===== config.mk =====
export PLATFORM = sky130hd
export DESIGN_NAME = mac_stream_accumulator_flat
export DESIGN_NICKNAME = d
export VERILOG_FILES = /design/src/rtl/mac_stream_accumulator_if.sv /design/src/rtl/mac_stream_accumulator.sv /design/src/flat_wrapper.sv
export SDC_FILE = /design/constraint.sdc
export NUM_CORES = 1
export LEC_CHECK = 0
export CAP_MARGIN = 10
export CORE_MARGIN = 10
export CORE_UTILIZATION = 40
export CTS_BUF_LIST = sky130_fd_sc_hd__clkbuf_16
export DETAILED_ROUTE_END_ITERATION = 16
export PLACE_DENSITY = 0.68
export SETUP_SLACK_MARGIN = 0.1
export SKIP_LAST_GASP = 1
export SYNTH_ARGS = -nofsm -noshare
export SYNTH_HDL_FRONTEND = slang
export SYNTH_SLANG_ARGS = --single-unit

===== constraint.sdc =====
create_clock -name clk -period 3.35 [get_ports clk]
set_clock_uncertainty 0.15 [all_clocks]
set_input_delay 1.005 -clock clk [delete_from_list [all_inputs] [get_ports clk]]
set_output_delay 1.005 -clock clk [all_outputs]
set_load 0.02 [all_outputs]

===== src/rtl/mac_stream_accumulator_if.sv =====
// ---------------------------------------------------------------------------
// mac_stream_accumulator_if
//   Bundles the operand stream (valid/ready with last marker and abort) and
//   the result stream (valid/ready) of mac_stream_accumulator.
//   master : producer of operand beats and consumer of results
//   slave  : the accumulator itself
// Signals
//   in_valid/in_ready/in_a/in_b/in_last : operand beat handshake and payload
//   abort                               : drop the vector in progress
//   out_valid/out_ready                 : result handshake
//   out_acc/out_count/out_ovf           : result, beat count, overflow flag
// ---------------------------------------------------------------------------
interface mac_stream_accumulator_if #(
  parameter int A_W   = 8,
  parameter int B_W   = 8,
  parameter int ACC_W = 20,
  parameter int CNT_W = 8
);
  logic             in_valid;
  logic             in_ready;
  logic [A_W-1:0]   in_a;
  logic [B_W-1:0]   in_b;
  logic             in_last;
  logic             abort;
  logic             out_valid;
  logic             out_ready;
  logic [ACC_W-1:0] out_acc;
  logic [CNT_W-1:0] out_count;
  logic             out_ovf;

  modport master (
    output in_valid, in_a, in_b, in_last, abort, out_ready,
    input  in_ready, out_valid, out_acc, out_count, out_ovf
  );

  modport slave (
    input  in_valid, in_a, in_b, in_last, abort, out_ready,
    output in_ready, out_valid, out_acc, out_count, out_ovf
  );
endinterface


===== src/rtl/mac_stream_accumulator.sv =====
// ---------------------------------------------------------------------------
// mac_stream_accumulator
//   Two-stage pipelined multiply-accumulate engine. Each accepted beat is
//   multiplied in stage P and added into a per-vector accumulator in stage A.
//   The beat flagged in_last closes the vector: its final sum, beat count and
//   sticky overflow flag are loaded into the result register and presented on
//   a valid/ready output. Signed or unsigned operands; saturating or wrapping
//   accumulation.
// Ports
//   clk  : rising-edge clock
//   rst  : asynchronous reset, active high
//   bus  : slave side of mac_stream_accumulator_if (operand and result streams)
// ---------------------------------------------------------------------------
module mac_stream_accumulator #(
  parameter int A_W      = 8,
  parameter int B_W      = 8,
  parameter int ACC_W    = 20,
  parameter int CNT_W    = 8,
  parameter bit SIGNED   = 1'b0,
  parameter bit SATURATE = 1'b1
) (
  input  logic                      clk,
  input  logic                      rst,
  mac_stream_accumulator_if.slave   bus
);

  localparam int P_W = A_W + B_W;

  if (ACC_W < P_W) begin : g_acc_w_check
    $error("mac_stream_accumulator: ACC_W must be >= A_W+B_W");
  end

  typedef enum logic {S_FIRST, S_ACCUM} state_t;

  state_t           state;
  logic             p_valid;
  logic             p_last;
  logic [P_W-1:0]   prod_q;
  logic [ACC_W-1:0] acc_q;
  logic [CNT_W-1:0] cnt_q;
  logic             ovf_q;

  logic             stall;
  logic             in_fire;
  logic [P_W-1:0]   a_ext;
  logic [P_W-1:0]   b_ext;
  logic [P_W-1:0]   prod_d;

  // Result stage holds while its consumer is not ready; abort blocks intake
  // so the discarded vector cannot leak a beat into the next one.
  assign stall        = bus.out_valid & ~bus.out_ready;
  assign bus.in_ready = ~rst & ~stall & ~bus.abort;
  assign in_fire      = bus.in_valid & bus.in_ready;

  // Extending both operands to the product width and keeping the low P_W
  // bits of the product gives the correct two's complement or unsigned result.
  assign a_ext  = {{B_W{SIGNED & bus.in_a[A_W-1]}}, bus.in_a};
  assign b_ext  = {{A_W{SIGNED & bus.in_b[B_W-1]}}, bus.in_b};
  assign prod_d = a_ext * b_ext;

  // Stage A arithmetic, one guard bit wider than the accumulator.
  logic [ACC_W:0]   prod_x;
  logic [ACC_W:0]   base_x;
  logic [ACC_W:0]   sum_x;
  logic             ovf_now;
  logic [ACC_W-1:0] sum_sel;
  logic [CNT_W-1:0] cnt_next;
  logic             ovf_next;
  logic             first;

  assign first = (state == S_FIRST);

  // NOTE: every signal assigned in always_comb gets a default at the top so
  // no path leaves it unassigned, which would otherwise infer a latch.
  always_comb begin
    prod_x   = {{(ACC_W + 1 - P_W){SIGNED & prod_q[P_W-1]}}, prod_q};
    base_x   = first ? '0 : {SIGNED & acc_q[ACC_W-1], acc_q};
    sum_x    = base_x + prod_x;
    ovf_now  = 1'b0;
    sum_sel  = sum_x[ACC_W-1:0];

    if (SIGNED) begin
      // Same-sign operands whose sum changes sign have overflowed.
      ovf_now = (base_x[ACC_W-1] == prod_x[ACC_W-1]) &&
                (sum_x[ACC_W-1] != base_x[ACC_W-1]);
      if (SATURATE && ovf_now) begin
        sum_sel = prod_x[ACC_W-1] ? {1'b1, {(ACC_W-1){1'b0}}}
                                  : {1'b0, {(ACC_W-1){1'b1}}};
      end
    end else begin
      ovf_now = sum_x[ACC_W];
      if (SATURATE && ovf_now) begin
        sum_sel = '1;
      end
    end

    ovf_next = ovf_now | (~first & ovf_q);

    if (first) begin
      cnt_next = CNT_W'(1);
    end else if (cnt_q == '1) begin
      cnt_next = cnt_q;
    end else begin
      cnt_next = cnt_q + CNT_W'(1);
    end
  end

  // NOTE: sequential state uses non-blocking assignments so every register
  // samples the pre-edge values regardless of statement order.
  always_ff @(posedge clk or posedge rst) begin
    if (rst) begin
      state         <= S_FIRST;
      p_valid       <= 1'b0;
      p_last        <= 1'b0;
      prod_q        <= '0;
      acc_q         <= '0;
      cnt_q         <= '0;
      ovf_q         <= 1'b0;
      bus.out_valid <= 1'b0;
      bus.out_acc   <= '0;
      bus.out_count <= '0;
      bus.out_ovf   <= 1'b0;
    end else begin
      // Consumed results drop; a result loaded below on the same edge wins.
      if (bus.out_valid && bus.out_ready) begin
        bus.out_valid <= 1'b0;
      end

      if (bus.abort) begin
        // The result register is left alone; only the vector in flight goes.
        p_valid <= 1'b0;
        state   <= S_FIRST;
        acc_q   <= '0;
        cnt_q   <= '0;
        ovf_q   <= 1'b0;
      end else if (!stall) begin
        p_valid <= in_fire;
        if (in_fire) begin
          prod_q <= prod_d;
          p_last <= bus.in_last;
        end

        if (p_valid) begin
          if (p_last) begin
            state         <= S_FIRST;
            bus.out_valid <= 1'b1;
            bus.out_acc   <= sum_sel;
            bus.out_count <= cnt_next;
            bus.out_ovf   <= ovf_next;
          end else begin
            state <= S_ACCUM;
            acc_q <= sum_sel;
            cnt_q <= cnt_next;
            ovf_q <= ovf_next;
          end
        end
      end
    end
  end

endmodule


===== src/flat_wrapper.sv =====
// flat-port wrapper written by rule: the top's interface ports become plain ports
module mac_stream_accumulator_flat 
#(
  parameter int A_W      = 8,
  parameter int B_W      = 8,
  parameter int ACC_W    = 20,
  parameter int CNT_W    = 8,
  parameter bit SIGNED   = 1'b0,
  parameter bit SATURATE = 1'b1
)
  (clk, rst, bus_in_valid, bus_in_a, bus_in_b, bus_in_last, bus_abort, bus_out_ready, bus_in_ready, bus_out_valid, bus_out_acc, bus_out_count, bus_out_ovf);
  mac_stream_accumulator_if #(.A_W(A_W), .B_W(B_W), .ACC_W(ACC_W), .CNT_W(CNT_W)) bus_i ();
  input  logic clk;
  input  logic rst;
  input wire logic [$bits(bus_i.in_valid)-1:0] bus_in_valid;
  input wire logic [$bits(bus_i.in_a)-1:0] bus_in_a;
  input wire logic [$bits(bus_i.in_b)-1:0] bus_in_b;
  input wire logic [$bits(bus_i.in_last)-1:0] bus_in_last;
  input wire logic [$bits(bus_i.abort)-1:0] bus_abort;
  input wire logic [$bits(bus_i.out_ready)-1:0] bus_out_ready;
  output wire logic [$bits(bus_i.in_ready)-1:0] bus_in_ready;
  output wire logic [$bits(bus_i.out_valid)-1:0] bus_out_valid;
  output wire logic [$bits(bus_i.out_acc)-1:0] bus_out_acc;
  output wire logic [$bits(bus_i.out_count)-1:0] bus_out_count;
  output wire logic [$bits(bus_i.out_ovf)-1:0] bus_out_ovf;
  assign bus_i.in_valid = bus_in_valid;
  assign bus_i.in_a = bus_in_a;
  assign bus_i.in_b = bus_in_b;
  assign bus_i.in_last = bus_in_last;
  assign bus_i.abort = bus_abort;
  assign bus_i.out_ready = bus_out_ready;
  assign bus_in_ready = bus_i.in_ready;
  assign bus_out_valid = bus_i.out_valid;
  assign bus_out_acc = bus_i.out_acc;
  assign bus_out_count = bus_i.out_count;
  assign bus_out_ovf = bus_i.out_ovf;
  mac_stream_accumulator #(.A_W(A_W), .B_W(B_W), .ACC_W(ACC_W), .CNT_W(CNT_W), .SIGNED(SIGNED), .SATURATE(SATURATE)) u_core (.clk(clk), .rst(rst), .bus(bus_i));
endmodule

; ---- Word level (Yosys, flattened, before mapping)
; Cells that the tools add are included.
[word_totals]
input_bits = 22
latch_bits = 0
memories = 0
out_inout_bits = 31
ramBits = 0
reg_bits = 78
romBits = 0
[op_classes]
addsub = 2
order_cmp = 0
n_eq_ne = 3
bitwise = 10
n_div = 0
n_mux = 27
n_reduce_logical = 6
mul = 1
n_shift = 0
[op_table]
columns = op, n
row1 = two-way mux 20 bit, 6
row2 = two-way mux 8 bit, 6
row3 = adder 21 x 16 -> 21 bit, 1
row4 = multiplier 8 x 8 -> 16 bit, 1
row5 = two-way mux 1 bit, 15
row6 = adder 8 x 1 -> 8 bit (second input constant), 1
row7 = equality test 8 bit (second input constant), 1
row8 = AND reduction 3 bit, 2
row9 = AND 1 bit, 5
row10 = != test 2 bit (second input constant), 2
row11 = inverter 1 bit, 4
row12 = AND reduction 4 bit, 1
row13 = AND reduction 2 bit, 1
row14 = nonzero test 2 bit, 1
row15 = logical AND 1 bit, 1
row16 = bitwise OR 1 bit, 1

; ---- Logic depth before layout (Yosys ltp)
; Gate-level depths: netlist of the first run.
[logic_depth]
depth_word = 8
ltp_mapped = 17
mapped_depth_nobuf = 17

; ---- Worst setup path before layout of the first run
; No wires, ideal clock.
[synth_timing]
path_type = in2reg
start = input bus_in_b[7]
end = register u_core.prod_q[13]
n_path_buf = 0
t_required_ps = 3064
arrival_ps = 4588
setup_time_ps = 136
setup_slack_ps = -1524
path_stages = 14
cell_sequence = and2_1 > fa_1 > fa_1 > fa_1 > inv_1 > fa_1 > inv_1 > ha_1 > or2_2 > a21oi_1 > a21oi_1 > a41oi_1 > xor2_1 > o21ai_0
[synth_between]
elab_chain_cells = 1
[synth_lines]
columns = element, line_no
row1 = start: declaration, flat_wrapper.sv:17  ; input wire logic [$bits(bus_i.in_b)-1:0] bus_in_b;
row2 = multiplier 8 x 8 -> 16 bit, mac_stream_accumulator.sv:59  ; assign prod_d = a_ext * b_ext;
row3 = end signal: assignment, mac_stream_accumulator.sv:139  ; prod_q <= prod_d;
row4 = end: declaration, mac_stream_accumulator.sv:38  ; logic [P_W-1:0] prod_q;
; No other way between the ends.
; A chain may end at the register's enable or synchronous reset.

; ---- Final worst setup path of the first run
[layout_timing]
start = input bus_in_b[5]
end = register u_core.prod_q[15]
; The elaborated chain is that of the path after synthesis.

==> results of run 1 <==
==> cell families after synthesis <==
group	share of synthesized area (%)
buffers and inverters	5.31
AOI/OAI and AO/OA	16.8
xor gates and xnor gates	3.94
and+or+nand+nor	18.7
muxes	1.37
adders and majority gates	22.6
DFF	31.4
==> synth_stat cells, drive strengths merged, types with 6 or more instances <==
cell type,n
a21o,9
a21oi,32
a31oi,6
and2,69
clkbuf,22
dfrtp,78
fa,37
ha,53
inv,62
nand2,96
nand3,8
nor2,40
o211ai,6
o21ai,76
xnor2,13
xor2,15
==> routing by layer <==
layer / GRT usage (%) / part of all wire (%)
met5: 0 / 0
met4: 3.62 / 0.74
met3: 1.96 / 3.6
met1: 18.0 / 48
met2: 23.8 / 48
==> report_power, final <==
| group | switching [mW] | internal (mW) |
|---|---|---|
| clock network | 0.381 | 0.571 |
| registers | 0.112 | 1.13 |
| logic | 1.20 | 1.21 |
| total | 1.70 | 2.91 |
==> through the flow <==
| stage | TNS [ns] | hold slack [ns] | utilization (%) |
|---|---|---|---|
| 6_report | -9.60 | 0.320 | 53.0 |
| 5_1_grt | -11.17 | 0.348 | 53.0 |
| 4_1_cts | -10.51 | 0.321 | 52.3 |
| 3_5_place_dp | -20.31 | 0.308 | 49.4 |
| 3_3_place_gp | -19.57 | 0.302 | 49.4 |
| 2_1_floorplan | -9.75 | 0.291 | - |
==> registers in the layout, summed over array words and instances, names as in the netlist <==
signal                count
u_core.ovf_q              1
u_core.cnt_q              8
u_core.bus.out_valid      1
u_core.acc_q             20
u_core.bus.out_ovf        1
u_core.state              1
u_core.p_last             1
u_core.bus.out_acc       20
u_core.prod_q            16
u_core.bus.out_count      8
u_core.p_valid            1
==> worst min path at each step <==
stage,start,slack (ns),endpoint,cells after the start
after floorplan,u_core.acc_q[12]$_DFFE_PP0P_,0.29,u_core.acc_q[12]$_DFFE_PP0P_,1
after CTS,u_core.acc_q[12]$_DFFE_PP0P_,0.32,u_core.acc_q[12]$_DFFE_PP0P_,1
after global routing,u_core.bus.out_acc[4]$_DFFE_PP0P_,0.35,u_core.bus.out_acc[4]$_DFFE_PP0P_,2
final,u_core.acc_q[5]$_DFFE_PP0P_,0.32,u_core.acc_q[5]$_DFFE_PP0P_,2
after global placement,u_core.acc_q[12]$_DFFE_PP0P_,0.30,u_core.acc_q[12]$_DFFE_PP0P_,1
after detailed placement,u_core.acc_q[12]$_DFFE_PP0P_,0.31,u_core.acc_q[12]$_DFFE_PP0P_,1
==> timing repair <==
item,in CTS,in global routing
endpoints found under the setup margin,14,24
endpoints found under the hold margin,0,0
setup buffers,7,3
pin swaps,39,47
gates resized for setup,98,28
==> critical path: cells and delay by family <==
family          cells  cell delay, ns
fa+ha+maj           5            2.12
buf+inv             4            0.30
simple gates        2            0.38
compound gates      4            0.55
xor+xnor            1            0.14
==> area by class of cell <==
| type | count | share of cell area [%] |
|---|---|---|
| Multi-Input combinational cell | 535 | 53.4 |
| Sequential cell | 78 | 24.2 |
| Clock buffer | 9 | 2.80 |
| Timing Repair Buffer | 116 | 13.0 |
| Tap cell | 188 | 2.92 |
| Clock inverter | 7 | 0.807 |
| Inverter | 62 | 2.90 |
==> reports/results.ini, run 1 <==
[final_layout]
finalNonFillerCells = 995
area_growth_pct = 29.5
nFillCells = 1401
regArea_um2 = 1950
multiInputGateArea_um2 = 4300
n_antenna_cell = 0
final_common_cell = nand2_1
finalInstanceArea_um2 = 8060
final_cell_mix = nand2_1, dfrtp_1, buf_4
nNetsFinal = 914
drive_above_1_share_pct = 22.7

[cts]
cts_buffer_depth = 2
worstSkewPairLatency_ns = 0.34
cts.sinks = 78
cts_made_buffers = 9
tritoncts = yes
cts_root_buf = clkbuf_16
cts_max_level = 3
clk_pin_slew_ns = 0.06
postCtsHoldBufs = 0

[yosys]
synth_area_leaders = dfrtp_1, fa_1, ha_1
ys_types = 54
async_flop_share_pct = 100
syn_avg_cell_area_um2 = 8.90
synth-seq-cells = 78
netlist_area_um2 = 6220
netlist_instances = 699
syn_nets = 811
yosysTopAreaCell = dfrtp_1
ys_warn_count = 0
synth_top_area_share_pct = 31.4
seq_area_frac_synth_pct = 31.4
synth_edf_count = 0
synth_ff_type = dfrtp_1

[worst_setup_path]
reg2reg_depth = 11
r2r-end = u_core.bus.out_acc[13]$_DFFE_PP0P_
required_ns = 3.42
start_kind = input port
worst_ep_arrival_time_ns = 4.51
cp_max_fo = 6
timing.rr.start = u_core.state$_DFFE_PP0P_
crit_chain = buf_6 > buf_8 > and2_4 > fa_1 > fa_1 > fa_1 > inv_2 > fa_1 > inv_2 > ha_4 > or2_4 > a21oi_4 > a21oi_4 > a211oi_2 > xnor2_1 > o21ai_1
r2r_slack_ns = 0.30
path_class = input port to register
cp-endpoint = u_core.prod_q[15]$_DFFE_PP0P_
crit_path_frequent_cell = fa_1
crit_path_start = bus_in_b[5]
end_kind = register
crit_path_top_delay_cell = fa_1
critical_path.max_stage_delay_ns = 0.50

[placement]
place_ws_ns = -1.92
io_buffers = 52
dp_hpwl_mm = 11.1
place_inst = 970
postPlaceCellArea_um2 = 7510
gp_congestion = 0.875

[timing]
setup_slack_ns = -1.09
relSlewSlack_pct = 47.8
rsz0062_at_grt = true
fin_crit_ns = 4.44
fmax_mhz = 225
hold_viol = 0
setup_viol = 12
post-route-period-util_pct = 132
worst_slew_pin_slew_ns = 0.780
drv_slew = 0

[die]
die_y_um = 145
io_pins = 53
initial_core_util_pct = 40.9
rows = 45
die_width_um = 145
dieArea_um2 = 20900
coreArea_um2 = 15200

[job]
drv_cap = 0

[grt]
grt_overflow = 0
grt_pass1_wl_mm = 23.9
grt_pass1_vias = 5070
grt_util_all_layers_pct = 13.9
antenna_found_initial = 0
grt_max_degree = 51

[pwr]
p_leak_nw = 3.75
power_per_cell_area_nw_per_um2 = 571
vdd_drop_max_uv = 306
p_total_mw = 4.60

[detailed_routing]
drtIter0Drc = 217
via_per_inst = 5.00
dr.pass1.iters = 4
drc = 0
wl_mm = 14.0
vias = 4971
drtAntennaViolNets = 0
wl_per_cell_um = 14.0

[hold_path]
hold_class = register to register

[run_status]
violations = negative setup slack
outcome = complete, but fails checks

Note: power is estimated with default switching activity, not from simulation.
==> run 2, diff against run 1 <==
==> constraint.sdc (replaced) <==
create_clock -name clk -period 3.35 [get_ports clk]
set_clock_uncertainty 0.15 [all_clocks]
set_input_delay 0.67 -clock clk [delete_from_list [all_inputs] [get_ports clk]]
set_output_delay 0.67 -clock clk [all_outputs]
set_load 0.02 [all_outputs]
==> run 2 against run 1 <==
  * The flow still finishes with violations (negative setup slack)
  * Sequential share of layout area up 0.59 points
  * Core utilization is 1.3 points lower
  * First-iteration DRC count up 12%
  * Critical path type unchanged
  * Largest cell class unchanged
  * Highest routed layer unchanged
==> reports/results.ini, run 2 (same netlist as run 1, synthesis figures left out) <==
[run_status]
outcome = complete, but fails checks  ; unchanged
violations = negative setup slack  ; unchanged

[detailed_routing]
drc = 0  ; unchanged
vias = 4931  ; was 4,971
wl_per_cell_um = 14.2  ; was 14.0 um
via_per_inst = 5.03  ; was 5.00
wl_mm = 14.0  ; about the same
drtIter0Drc = 244  ; was 217
dr.pass1.iters = 5  ; was 4
drtAntennaViolNets = 0  ; unchanged

[grt]
grt_overflow = 0  ; unchanged
grt_pass1_wl_mm = 24.2  ; was 23.9 mm
grt_max_degree = 47  ; was 51
grt_pass1_vias = 5018  ; was 5,070
grt_util_all_layers_pct = 14.1  ; was 13.9%
antenna_found_initial = 0  ; unchanged

[worst_setup_path]
r2r_slack_ns = 0.28  ; was 0.30 ns
path_class = input port to register  ; unchanged
critical_path.max_stage_delay_ns = 0.56  ; was 0.50 ns
start_kind = input port  ; unchanged
cp_max_fo = 6  ; unchanged
worst_ep_arrival_time_ns = 4.13  ; was 4.51 ns
crit_chain = buf_6 > buf_8 > nand2_8 > fa_1 > fa_1 > inv_2 > fa_1 > inv_1 > fa_1 > inv_2 > ha_4 > nor2_2 > o21ai_2 > a21o_1 > a31o_2 > a21oi_2 > xor2_1 > o21ai_1  ; was buf_6 > buf_8 > and2_4 > fa_1 > fa_1 > fa_1 > inv_2 > fa_1 > inv_2 > ha_4 > or2_4 > a21oi_4 > a21oi_4 > a211oi_2 > xnor2_1 > o21ai_1
crit_buf_inv = 5  ; was 4
crit_path_top_delay_cell = fa_1  ; unchanged
end_kind = register  ; unchanged
crit_path_frequent_cell = fa_1  ; unchanged
path_delay_family = adder cells  ; unchanged
required_ns = 3.41  ; was 3.42 ns

[timing]
setup_viol = 10  ; was 12
hold_viol = 0  ; unchanged
hold_slack_ns = 0.322  ; was 0.320 ns
worst_slew_pin_slew_ns = 0.578  ; was 0.780 ns
setup-tns-final_ns = -5.57  ; was -9.60 ns
fmax_mhz = 245  ; was 225 MHz
drv_slew = 0  ; unchanged
setup_slack_ns = -0.724  ; was -1.09 ns
post-route-period-util_pct = 122  ; was 132%
relSlewSlack_pct = 61.4  ; was 47.8%
rsz0062_at_grt = true  ; unchanged
fin_crit_ns = 4.07  ; was 4.44 ns

[final_layout]
finalNonFillerCells = 981  ; was 995
drive_above_1_share_pct = 19.7  ; was 22.7%
nFillCells = 1407  ; was 1,401
nNetsFinal = 900  ; was 914
n_antenna_cell = 0  ; unchanged
multiInputGateArea_um2 = 4220  ; was 4300 um2
final_cell_mix = nand2_1, dfrtp_1, and2_1  ; was nand2_1, dfrtp_1, buf_4
final_common_cell = nand2_1  ; unchanged
regArea_um2 = 1950  ; unchanged
finalInstanceArea_um2 = 7870  ; was 8060 um2
top_regs = u_core.acc_q x20, u_core.bus.out_acc x20, u_core.prod_q x16  ; unchanged
area_growth_pct = 26.4  ; was 29.5%

[cts]
cts.sinks = 78  ; unchanged
cts_made_buffers = 9  ; unchanged
postCtsHoldBufs = 0  ; unchanged
worstSkewPairLatency_ns = 0.33  ; was 0.34 ns
cts_buffer_depth = 2  ; unchanged
clk_pin_slew_ns = 0.06  ; about the same
cts_root_buf = clkbuf_16  ; unchanged
cts_max_level = 3  ; unchanged
tritoncts = yes  ; unchanged

[pwr]
p_leak_nw = 3.68  ; was 3.75 nW
p_total_mw = 4.57  ; was 4.60 mW
vdd_drop_max_uv = 241  ; was 306 uV
power_per_cell_area_nw_per_um2 = 581  ; was 571 nW/um2

[hold_path]
hold_class = register to register  ; unchanged

[placement]
place_inst = 962  ; was 970
dp_hpwl_mm = 11.0  ; was 11.1 mm
gp_congestion = 0.888  ; was 0.875
postPlaceCellArea_um2 = 7420  ; was 7510 um2
io_buffers = 52  ; unchanged

[die]
die_width_um = 145  ; unchanged
coreArea_um2 = 15200  ; unchanged
dieArea_um2 = 20900  ; unchanged
initial_core_util_pct = 40.9  ; unchanged
die_y_um = 145  ; unchanged
rows = 45  ; unchanged
io_pins = 53  ; unchanged

[job]
drv_cap = 0  ; unchanged

run 2: cell count changes in the layout (fill, tap and decap cells not counted), moves of 2 or more:
cell,change
nor2_2,+2
ha_4,-5
clkinv_2,-2
inv_1,+6
and2_1,+5
buf_4,-13
inv_2,-4
and2_4,-5
nor2_1,-3
ha_1,+4
run 2: per-layer routing:
metal  GRT usage [%]  part of all wire, %
met1            19.0                   47
met2            22.9                   47
met3            2.22                  4.1
met4            3.99                  1.9
met5               0                    0
run 2: power breakdown:
part,switching [mW],total [mW],internal (mW)
Combinational,1.20,2.37,1.18
Clock,0.380,0.952,0.572
Sequential,0.113,1.24,1.13
Total,1.69,4.57,2.88
run 2: final timing paths:
check,startpoint,end,depth (start not counted)
setup / recovery,bus_in_b[5],u_core.prod_q[12]$_DFFE_PP0P_,18
hold / removal,u_core.acc_q[3]$_DFFE_PP0P_,u_core.acc_q[3]$_DFFE_PP0P_,2
setup reg to reg,u_core.state$_DFFE_PP0P_,u_core.acc_q[11]$_DFFE_PP0P_,11
hold reg to reg,u_core.acc_q[3]$_DFFE_PP0P_,u_core.acc_q[3]$_DFFE_PP0P_,2
max in group asynchronous,rst,u_core.bus.out_acc[4]$_DFFE_PP0P_,3
min in group asynchronous,rst,u_core.bus.out_acc[14]$_DFFE_PP0P_,2
run 2: cell type report:
| cell class | count | area share, % |
|---|---|---|
| clock buffers | 9 | 2.86 |
| clock inverters | 7 | 0.859 |
| inverters | 62 | 2.97 |
| multi-input cells | 535 | 53.6 |
| flip-flops and latches | 78 | 24.8 |
| well taps | 188 | 2.99 |
| repair buffers | 102 | 11.8 |
run 2: tightest hold or removal path: stages, from the launching register on:
cell and delay [ns]:
dfrtp_1 0.34, nand2_1 0.06, o21ai_2 0.05
run 2: per-stage QoR:
step,setup WS (ns),util (%)
2_1_floorplan,-0.812,-
3_3_place_gp,-1.53,48.8
3_5_place_dp,-1.66,48.8
4_1_cts,-0.870,51.0
5_1_grt,-0.866,51.7
6_report,-0.724,51.7
run 2: what timing repair did:
| item | in CTS | in global routing |
|---|---|---|
| setup buffers | 3 | 2 |
| gates cloned | 0 | 0 |
| setup endpoints to repair | 12 | 24 |
| pin swaps | 30 | 39 |
| hold endpoints to repair | 0 | 0 |
| gates resized for setup | 76 | 40 |
==> run 3, diff against run 2 <==
--- a/config.mk
+++ b/config.mk
@@ -10,6 +10,7 @@
 export CORE_UTILIZATION = 40
 export CTS_BUF_LIST = sky130_fd_sc_hd__clkbuf_16
 export DETAILED_ROUTE_END_ITERATION = 16
+export GPL_ROUTABILITY_DRIVEN = 1
 export PLACE_DENSITY = 0.68
 export SETUP_SLACK_MARGIN = 0.1
 export SKIP_LAST_GASP = 1
==> results of run 3 <==
No change in the layout: final DEF, timing and power equal those of run 2.
